==> config.mk <==
export PLATFORM = sky130hd
export DESIGN_NAME = microwave_ctrl
export DESIGN_NICKNAME = d
export VERILOG_FILES = /design/src/rtl/microwave_pkg.sv /design/src/rtl/microwave_ctrl_tick_gen.sv /design/src/rtl/microwave_ctrl.sv
export SDC_FILE = /design/constraint.sdc
export NUM_CORES = 1
export LEC_CHECK = 0
export BUFFER_PORTS_ARGS = -buffer_cell sky130_fd_sc_hd__buf_2
export CORE_ASPECT_RATIO = 1.75
export CORE_MARGIN = 2
export CORE_UTILIZATION = 54
export CTS_CLUSTER_SIZE = 14
export DETAILED_ROUTE_END_ITERATION = 10
export GPL_TIMING_DRIVEN = 1
export HOLD_SLACK_MARGIN = 0.06
export MAX_ROUTING_LAYER = met4
export PLACE_DENSITY = 0.75
export SETUP_SLACK_MARGIN = 0.15
export SLEW_MARGIN = 40
export SYNTH_ARGS = -nofsm -noshare
export SYNTH_HDL_FRONTEND = slang
export SYNTH_HIERARCHICAL = 1
export SYNTH_SLANG_ARGS = --single-unit
export TNS_END_PERCENT = 20
==> constraint.sdc <==
create_clock -name clock -period 2.2 [get_ports clock]
set_input_delay 0.44 -clock clock [delete_from_list [all_inputs] [get_ports clock]]
set_output_delay 0.44 -clock clock [all_outputs]
set_load 0.02 [all_outputs]
==> src/rtl/microwave_pkg.sv <==
// Shared definitions for the microwave controller: FSM states and digit limits.
package microwave_pkg;

  typedef enum logic [2:0] {
    IDLE  = 3'd0,
    SETUP = 3'd1,
    COOK  = 3'd2,
    PAUSE = 3'd3,
    DONE  = 3'd4
  } state_t;

  localparam logic [3:0]  MAX_BCD_DIGIT    = 4'd9;
  localparam int unsigned DEFAULT_TICK_DIV = 50000000;

endpackage

==> src/rtl/microwave_ctrl_tick_gen.sv <==
// Modulo-DIV counter with clear and count-enable; tick flags the wrap cycle.
module tick_gen #(
  parameter int unsigned DIV = 4
) (
  input  logic clock,
  input  logic clrn,
  input  logic clr,
  input  logic en,
  output logic tick
);

  localparam int unsigned W = (DIV > 2) ? $clog2(DIV) : 1;
  localparam logic [W-1:0] LAST = W'(DIV - 1);

  logic [W-1:0] cnt;

  // Combinational so the parent can register it into its own strobe.
  assign tick = en && (cnt == LAST);

  always_ff @(posedge clock) begin
    if (!clrn || clr) begin
      cnt <= '0;
    end else if (en) begin
      cnt <= tick ? '0 : cnt + 1'b1;
    end
  end

endmodule

==> src/rtl/microwave_ctrl.sv <==
// Microwave control FSM driving an mm:ss BCD countdown timer, magnetron and beeper.
module microwave_ctrl
  import microwave_pkg::*;
#(
  parameter int unsigned TICK_DIV  = DEFAULT_TICK_DIV,
  parameter int unsigned BEEP_SECS = 3
) (
  input  logic       clock,
  input  logic       clrn,
  input  logic       key_valid,
  input  logic [3:0] key_digit,
  input  logic       start,
  input  logic       stop,
  input  logic       clear,
  input  logic       door_closed,
  input  logic       timer_zero,
  output logic [3:0] data,
  output logic       loadn,
  output logic       timer_clr,
  output logic       timer_en,
  output logic       mag_on,
  output logic       beep,
  output logic [2:0] state
);

  state_t st;
  logic   key_ok;
  logic   cook_run, beep_run;
  logic   cook_tick, beep_sec, beep_end;

  assign state  = st;
  assign key_ok = key_valid && (key_digit <= MAX_BCD_DIGIT);

  // Dividers only advance on cycles where the FSM stays in the same state,
  // so a pause holds the cook phase and an exit never emits a stray tick.
  always_comb begin
    cook_run = (st == COOK) && !clear && !stop && !timer_zero && door_closed;
    beep_run = (st == DONE) && !clear && !stop && door_closed;
  end

  tick_gen #(.DIV(TICK_DIV)) u_cook_div (
    .clock (clock),
    .clrn  (clrn),
    .clr   ((st != COOK) && (st != PAUSE)),
    .en    (cook_run),
    .tick  (cook_tick)
  );

  tick_gen #(.DIV(TICK_DIV)) u_beep_div (
    .clock (clock),
    .clrn  (clrn),
    .clr   (st != DONE),
    .en    (beep_run),
    .tick  (beep_sec)
  );

  tick_gen #(.DIV(BEEP_SECS)) u_beep_len (
    .clock (clock),
    .clrn  (clrn),
    .clr   (st != DONE),
    .en    (beep_sec),
    .tick  (beep_end)
  );

  always_ff @(posedge clock) begin
    if (!clrn) begin
      st        <= IDLE;
      data      <= '0;
      loadn     <= 1'b1;
      timer_clr <= 1'b0;
      timer_en  <= 1'b0;
      mag_on    <= 1'b0;
      beep      <= 1'b0;
    end else begin
      loadn     <= 1'b1;
      timer_clr <= 1'b0;
      timer_en  <= 1'b0;
      case (st)
        IDLE: begin
          if (clear) begin
            timer_clr <= 1'b1;
          end else if (key_ok) begin
            data  <= key_digit;
            loadn <= 1'b0;
            st    <= SETUP;
          end
        end
        SETUP: begin
          if (clear || stop) begin
            timer_clr <= 1'b1;
            st        <= IDLE;
          end else if (start && door_closed && !timer_zero) begin
            mag_on <= 1'b1;
            st     <= COOK;
          end else if (key_ok) begin
            data  <= key_digit;
            loadn <= 1'b0;
          end
        end
        COOK: begin
          if (clear) begin
            timer_clr <= 1'b1;
            mag_on    <= 1'b0;
            st        <= IDLE;
          end else if (stop) begin
            mag_on <= 1'b0;
            st     <= PAUSE;
          end else if (timer_zero) begin
            mag_on <= 1'b0;
            beep   <= 1'b1;
            st     <= DONE;
          end else if (!door_closed) begin
            mag_on <= 1'b0;
            st     <= PAUSE;
          end else begin
            timer_en <= cook_tick;
          end
        end
        PAUSE: begin
          if (clear || stop) begin
            timer_clr <= 1'b1;
            st        <= IDLE;
          end else if (start && door_closed) begin
            mag_on <= 1'b1;
            st     <= COOK;
          end
        end
        DONE: begin
          if (clear || stop || !door_closed || beep_end) begin
            beep <= 1'b0;
            st   <= IDLE;
          end
        end
        default: begin
          mag_on <= 1'b0;
          beep   <= 1'b0;
          st     <= IDLE;
        end
      endcase
    end
  end

endmodule
==> metrics.md <==
| Metric | Value |
|---|---|
| Inst Count DP | 535 |
| Synth area leaders | dfxtp_1 39%, nand3_1 5.4%, a21oi_1 4.8% |
| Final Max Tran Viols | 0 |
| Initial antenna violation count | 0 |
| Horiz. Die Dim | 64.1 um |
| CTS Buffer Depth | 2 |
| Setup slack after layout | 162 ps |
| NetSw | 0.509 mW |
| Routed via count | 3,358 |
| Part of the power in combinational logic | 0.035 |
| P_leak | 1.31 nW |
| Post-synth top area share | 0.387 |
| CTS tree | built |
| Slew @ Worst Pin | 509 ps |
| Final nets | 484 |
| Worst-skew pair later-pin latency | 360 ps |
| Die Ht | 109 um |
| CP Max Fanout | 7 |
| First-pass GRT wire length | 14,800 um |
| Cell variety after synth | 49 |
| Final period util | 0.926 |
| Initial Utilization | 0.556 |
| Seq/Total Area, Yosys | 0.387 |
| Cts hold-fix bufs | 0 |
| Max VDD drop | 0.477 mV |
| Share of cells above drive strength 1 | 0.265 |
| Switching share of power | 0.234 |
| Clk network pwr share | 0.413 |
| Synth Area in Simple Gates | 0.366 |
| Worst slack, placed | -138 ps |
| Most numerous cell in the Yosys netlist | dfxtp_1 |
| Final Skew | 9.36 ps |
| Clk pin slew, worst setup/hold paths | 70 ps |
| MaxCap Viol Count | 0 |
| Pin count of the biggest net entering global routing | 20 |
| TritonCTS sink count | 66 |
| DR pass1 iterations | 4 |
| Yosys warns | 6 |
| Cell Area, Synth | 3410 um^2 |
| Area fraction in compound gates after synthesis | 0.150 |
| Critical path class | reg2reg |
| Ports | 24 |
| H-Tree Depth | 3 |
| Fin area | 4210 um^2 |
| Port Buf Inserts | 23 |
| Unrepaired setup endpoints after global routing | true |
| Clk root buf | clkbuf_8 |
| Async SR Flop Fraction | 0 |
| Final setup vio count | 0 |
| GRT overflow | 0 |
| Share of power burned in registers | 0.553 |
| Final Util | 0.686 |
| Worst setup SP type | flip-flop |
| Synth Register Bits | 66 |
| Area growth syn-to-layout | 23.4% |
| Synth area leader | dfxtp_1 |
| Minimum clock period | 2040 ps |
| Post-synth EDFFs | 0 |
| Hpwl dp | 6390 um |
| Placed cell area | 3930 um^2 |
| Post-route insts no fill | 555 |
| Multiplexer share of the synthesized area | 0 |
| Critical Path RT | 2440 ps |
| Vias in the first global route | 3,334 |
| Syn Nets | 420 |
| DRC viols | 0 |
| Num CTS Buffers | 9 |
| Placer Congestion | 1.00 |
| Syn avg cell area | 8.40 um^2 |
| Die ar. | 7000 um^2 |
| Adder-Cell Fraction of Synth Area | 0.00733 |
| Status | completed |
| CP arrival | 2280 ps |
| Final ANT Viol Nets | 0 |
| Synth top cells by count | 66 x dfxtp_1, 38 x nor2_1, 37 x nand3_1 |
| Xor/xnor share of the synthesized area | 0.0565 |
| DRT iter0 DRCs | 146 |
| Top_reg_cell synth | dfxtp_1 |
| TNS Setup | 0 ps |
| Num rows | 38 |
| Largest family of logic cells by synthesized area | simple AND/OR/NAND/NOR gates |
| Via density | 6.05 |
| Hold Path Class | in2reg |
| Inserted Diodes | 0 |
| Routed WL | 8730 um |
| Pwr per Cell Area | 516 nW/um^2 |
| Crit. End Element | flip-flop |
| Core area | 6130 um^2 |
| GRT Util Overall | 0.276 |
| Fmax | 0.491 GHz |
| Drt wl/cell | 15.7 um |
| Cell Int Power | 1.66 mW |
| Post-Syn Instances | 406 |
| Final Hold Viols | 0 |
| Slew headroom | 0.658 |
[through the flow]
step / power, mW / hold WS [ps]
after floorplan: 1.27 / 441
after global routing: 2.24 / 367
after CTS: 2.20 / 319
final: 2.17 / 342
after global placement: 1.30 / 452
after detailed placement: 1.30 / 461
[flip-flops by register name, indices dropped and copies added, names as in the netlist]
register and cells:
u_cook_div/cnt 26, timer_en 1, beep 1, data 4
mag_on 1, timer_clr 1, u_beep_div/cnt 26, state 3
u_beep_len/cnt 2, loadn 1
[power by group through the flow]
| stage | clock [mW] | combinational [mW] | sequential [mW] |
|---|---|---|---|
| after floorplan | 0 | 0.0301 | 1.24 |
| after global routing | 0.953 | 0.0829 | 1.20 |
| final | 0.897 | 0.0753 | 1.20 |
| after detailed placement | 0 | 0.0734 | 1.23 |
| after global placement | 0 | 0.0717 | 1.23 |
| after CTS | 0.923 | 0.0737 | 1.20 |
[worst max-delay path, stage by stage (launching register included)]
cell and delay (ps):
dfxtp_4 350, nor3b_4 200, and3_4 260, nand3_4 110, or4_4 480, buf_4 180, o41ai_2 230, a21oi_1 110
[area by class of cell]
| type | count | area (um^2) |
|---|---|---|
| Multi-Input combinational cell | 314 | 2100 |
| Fill cell | 509 | 1920 |
| Sequential cell | 66 | 1330 |
| Timing Repair Buffer | 70 | 475 |
| Clock buffer | 11 | 141 |
| Tap cell | 80 | 100 |
| Inverter | 9 | 33.8 |
| Clock inverter | 5 | 30.0 |
[layout by cell type (no fill, tap or decap), types with 8 or more instances in the layout]
cell	synthesis	final
inv_1	9	9
a21oi_1	33	29
xnor2_1	12	12
buf_4	0	45
or3_1	10	8
xor2_1	10	10
nand3_1	37	37
o21ai_0	17	16
dfxtp_1	66	62
nand2_1	20	20
o31ai_1	12	10
clkbuf_8	0	10
nand2b_1	10	10
nor4_1	9	9
nor2_1	38	37
nand4_1	19	19
or4_1	18	14
buf_2	12	23
[final timing paths]
path	from	end	slack (ps)	cells after the start
min	key_digit[2]	data[2]	340	3
max	state[1]	u_beep_div/cnt[25]	160	7
max reg2reg	state[1]	u_beep_div/cnt[25]	160	7
min reg2reg	data[1]	data[1]	480	2
[routing by layer]
layer / GRT usage / vias up / share of wire
met5: - / - / 0
met4: 0.187 / 0 / 0.046
met3: 0.0485 / 31 / 0.023
met2: 0.509 / 63 / 0.55
met1: 0.254 / 1612 / 0.38
li1: - / 1652 / -
[what timing repair did]
action	CTS	global route
endpoints found under the hold margin	0	0
pin swaps	4	11
buffers inserted	1	3
setup endpoints to repair	7	51
resized for setup	1	20
[logic make-up after synthesis]
kind of cell | count (synthesis)
compound gates | 83
xor+xnor | 22
fa+ha+maj | 2
buf+inv | 26
flops | 66
simple gates | 207
No activity file was read; power rests on OpenSTA's default activity.
